===== src/rtl/instr_fetch.sv =====
// Fetch stage: owns the PC, issues one word read at a time over req/ack and holds the word for execute.
// Accept at edge k gives mem_req in cycle k+1 and instr_valid from k+2 with zero-wait memory; instr_ready low freezes the word and fetch.
module instr_fetch #(
  parameter logic [15:0] RESET_PC = 16'h0000
) (
  input  logic        clk,
  input  logic        rst_n,
  output logic        mem_req,
  output logic [15:0] mem_addr,
  input  logic        mem_ack,
  input  logic [15:0] mem_rdata,
  output logic [15:0] instruction,
  output logic        instr_valid,
  input  logic        instr_ready,
  input  logic        jump_en,
  input  logic [15:0] jump_addr,
  input  logic        halt_req,
  output logic [15:0] pc,
  output logic        halted
);

  localparam logic [1:0] START  = 2'd0;
  localparam logic [1:0] FETCH  = 2'd1;
  localparam logic [1:0] HOLD   = 2'd2;
  localparam logic [1:0] HALTED = 2'd3;

  logic [1:0]  state;
  logic        accept;
  logic [15:0] pc_inc;

  assign accept = instr_valid & instr_ready;
  assign pc_inc = pc + 16'd1;

  always_ff @(posedge clk or negedge rst_n) begin
    if (!rst_n) begin
      state       <= START;
      pc          <= RESET_PC;
      mem_addr    <= RESET_PC;
      mem_req     <= 1'b0;
      instruction <= 16'h0000;
      instr_valid <= 1'b0;
      halted      <= 1'b0;
    end else begin
      case (state)
        START: begin
          mem_req  <= 1'b1;
          mem_addr <= pc;
          state    <= FETCH;
        end
        FETCH: begin
          // Address stays put across wait states; jump/halt only matter on accept.
          if (mem_ack) begin
            instruction <= mem_rdata;
            instr_valid <= 1'b1;
            mem_req     <= 1'b0;
            pc          <= pc_inc;
            state       <= HOLD;
          end
        end
        HOLD: begin
          if (accept) begin
            instr_valid <= 1'b0;
            if (halt_req) begin
              halted <= 1'b1;
              if (jump_en) begin
                pc <= jump_addr;
              end
              state <= HALTED;
            end else if (jump_en) begin
              pc       <= jump_addr;
              mem_addr <= jump_addr;
              mem_req  <= 1'b1;
              state    <= FETCH;
            end else begin
              mem_addr <= pc;
              mem_req  <= 1'b1;
              state    <= FETCH;
            end
          end
        end
        HALTED: begin
          // Terminal until reset.
          state <= HALTED;
        end
        default: begin
          state <= START;
        end
      endcase
    end
  end

endmodule


===== config.mk =====
export PLATFORM = sky130hd
export DESIGN_NAME = instr_fetch
export DESIGN_NICKNAME = d
export VERILOG_FILES = /design/src/rtl/instr_fetch.sv
export SDC_FILE = /design/constraint.sdc
export NUM_CORES = 1
export LEC_CHECK = 0
export ABC_CLOCK_PERIOD_IN_PS = 1530
export BUFFER_PORTS_ARGS = -buffer_cell sky130_fd_sc_hd__clkbuf_2
export CAP_MARGIN = 20
export CORE_ASPECT_RATIO = 1.2
export CORE_MARGIN = 1
export CORE_UTILIZATION = 40
export DETAILED_ROUTE_END_ITERATION = 8
export PLACE_DENSITY = 0.68
export SYNTH_ARGS = -nofsm -noshare
export SYNTH_HDL_FRONTEND = slang
export SYNTH_SLANG_ARGS = --single-unit

===== constraint.sdc =====
create_clock -name clk -period 1.53 [get_ports clk]
set_clock_uncertainty 0.05 [all_clocks]
set_input_delay 0.306 -clock clk [delete_from_list [all_inputs] [get_ports clk]]
set_output_delay 0.306 -clock clk [all_outputs]
set_load 0.01 [all_outputs]

==> run_results.csv <==
group,metric,value,unit
outcome,outcome,"finished with violations",
outcome,violations,"setup timing",
layout,area_growth,40.8,%
die,ios,89,
critical_path,path_class,"reg2reg",
sta,rsz0062_at_grt,"yes",
critical_path,startpoint_type,"register",
clock_tree,cts_htree_levels,2,
drt,finalWirelength,7.39,mm
global_route,grt_max_degree,54,
drt,drt_pass1_iterations,4,
global_route,grt_pass1_vias,2549,
global_route,grt_overflow,0,
sta,clock.fmax,0.646,GHz
power_and_ir_drop,powerDensity,1920,nW/um^2
critical_path,endpoint_kind,"register",
place,preCtsSetupSlack,-117,ps
yosys,synth_nets,330,
drt,routedWlPerCell,14.5,um
clock_tree,clockBufferDepth,2,
drt,met1_length,3.17,mm
place,hpwl,5.40,mm
drt,topRoutingLayerUsed,"met4",
drt,remaining_drc_errors,0,
sta,fin_hold_ws,124,ps
sta,max-slew-margin-rel,0.800,
yosys,synth_edf_count,0,
yosys,yosysWarningCount,0,
sta,worstMarginPinSlew,299,ps
power_and_ir_drop,ir_worst_vdd,0.967,mV
yosys,postSynthAreaPerCell,9.20,sq um
layout,utilization,0.585,
drt,met2WireLength,3.67,mm
die,start_util,0.415,
yosys,synth_area,2680,sq um
clock_tree,cts_buffers,5,
power_and_ir_drop,p_leak,1.95,nW
sta,drv_slew,0,
sta,hold_viol_final,0,
layout,fin_nets,461,
yosys,async_flop_share,1.00,
place,numPortBuffers,88,
drt,ant_nets,0,
yosys,synthDistinctLibCells,48,
worst_hold_path,hp-class,"in2reg",
yosys,ys_seq_area_frac,0.495,
layout,layout_commonest_cell,"clkbuf_2",
drt,wl_met3,403,um
yosys,syn_inst,291,
global_route,grt_first_pass_wirelength,12.1,mm
layout,diodes,0,
drt,drtIter0Drc,138,
clock_tree,clk_pin_slew_worst_paths,100,ps
drt,num_vias,2681,
place,place_congestion,0.884,
die,core.rowCount,32,
drt,vias_per_cell,5.28,
sta,fin_crit_sh,1.01,
global_route,grt_usage,0.218,
critical_path,cp_max_fo,8,
yosys,ys.flop_type,"dfrtp_1",
sta,tns,-23.3,ps
critical_path,required,1680,ps
global_route,antenna_found_initial,0,
critical_path,crit_arrival,1700,ps
sta,setup_viol_count_final,2,
layout,drive_gt1_frac,0.407,
die,coreArea,6450,sq um
sta,setup_slack,-18.5,ps
sta,period_minus_slack,1550,ps
clock_tree,cts_tree,"done",
clock_tree,cts_sinks,53,
layout,final_cell_mix,"clkbuf_2, nand2_1, dfrtp_1, buf_4, nor2_1",
yosys,synth-seq-cells,53,
clock_tree,clock_latency,310,ps
die,die_width,76.7,um
place,dpl-instance-area,3510,sq um
layout,stdcell_area,3770,sq um
clock_tree,cts_root_buf,"clkbuf_8",
die,die-height,91.6,um
run,drv_cap,0,
die,die-area,7030,sq um
## repair_timing
item | in CTS | in global routing
endpoints found under the setup margin | 25 | 21
hold endpoints to repair | 53 | 0
setup buffers | 3 | 6
resized for setup | 7 | 18
hold buffers | 1 | 0
pin swaps | 1 | 5
## state kept, by name, indices dropped and copies added, names as in the netlist
signal	flops
instruction	16
mem_addr	16
pc	16
state	2
halted	1
instr_valid	1
mem_req	1
## worst paths after layout
kind | start | endpoint | slack [ps] | depth (start not counted)
max reg2reg | instr_valid | pc[8] | -20 | 4
min | mem_rdata[3] | instruction[3] | 120 | 3
max | instr_valid | pc[8] | -20 | 4
min reg2reg | halted | halted | 420 | 1
max in group asynchronous | rst_n | state[0] | 720 | 3
min in group asynchronous | rst_n | pc[6] | 460 | 3
## cells in the mapped netlist, types with 2 or more instances
master     instances  area share
nor2_1            27       0.038
a2bb2oi_1          5       0.016
o221ai_1           3      0.0098
a311oi_1           3      0.0098
a31oi_1            4      0.0093
nand4_1            5       0.012
buf_4              5       0.014
dfrtp_1           53        0.50
a21oi_1           25       0.047
a211o_1            2      0.0065
inv_1              3      0.0042
clkbuf_1           5      0.0070
buf_2              8       0.015
o211ai_1           3      0.0084
o22ai_1            3      0.0070
nand2_1           70       0.098
o21ai_0            9       0.017
nand3b_1           3      0.0084
and3_1             4      0.0093
nor3_1             4      0.0075
mux2i_1           15       0.056
nand3_1            5      0.0093
a211oi_1           2      0.0056
## power breakdown
part | internal, W | switching, W | leakage [nW] | total [W]
Combinational | 0.00177 | 0.00197 | 1.28 | 0.00373
Clock | 0.000532 | 0.000478 | 0.0574 | 0.00101
Sequential | 0.00205 | 0.000463 | 0.616 | 0.00251
## routing by layer
layer | up-vias | GRT usage
met5 | - | 0
met4 | 0 | 0.0801
met3 | 16 | 0.0468
met2 | 82 | 0.374
met1 | 1293 | 0.266
li1 | 1290 | -
## logic make-up (layout without fill, tap and decap cells)
group,Yosys count,in the layout,share of synthesized area
muxes,15,15,0.0561
adders and majority gates,1,1,0.00467
DFF,53,53,0.495
AOI/OAI and AO/OA,69,69,0.171
and+or+nand+nor,131,131,0.231
buffers and inverters,22,154,0.0416
## cell type report
cell class | instances | area [sq um]
fill | 603 | 2680
sequential | 53 | 1330
multi-input combinational | 216 | 1290
timing repair buffer | 143 | 908
tap | 85 | 106
clock buffer | 6 | 82.6
clock inverter | 2 | 37.5
inverter | 3 | 11.3
## worst max-delay path: stages (launching register included)
cell	delay, ps
dfrtp_1	450
and4b_2	320
nor2_8	170
o22ai_1	100
a221o_1	350
## through the flow
step	instances	power (W)
floorplan	291	0.00447
global placement	490	0.00595
detailed placement	490	0.00603
CTS	502	0.00712
global route	508	0.00781
finish	508	0.00726
Note: power is estimated with default switching activity, not from simulation.
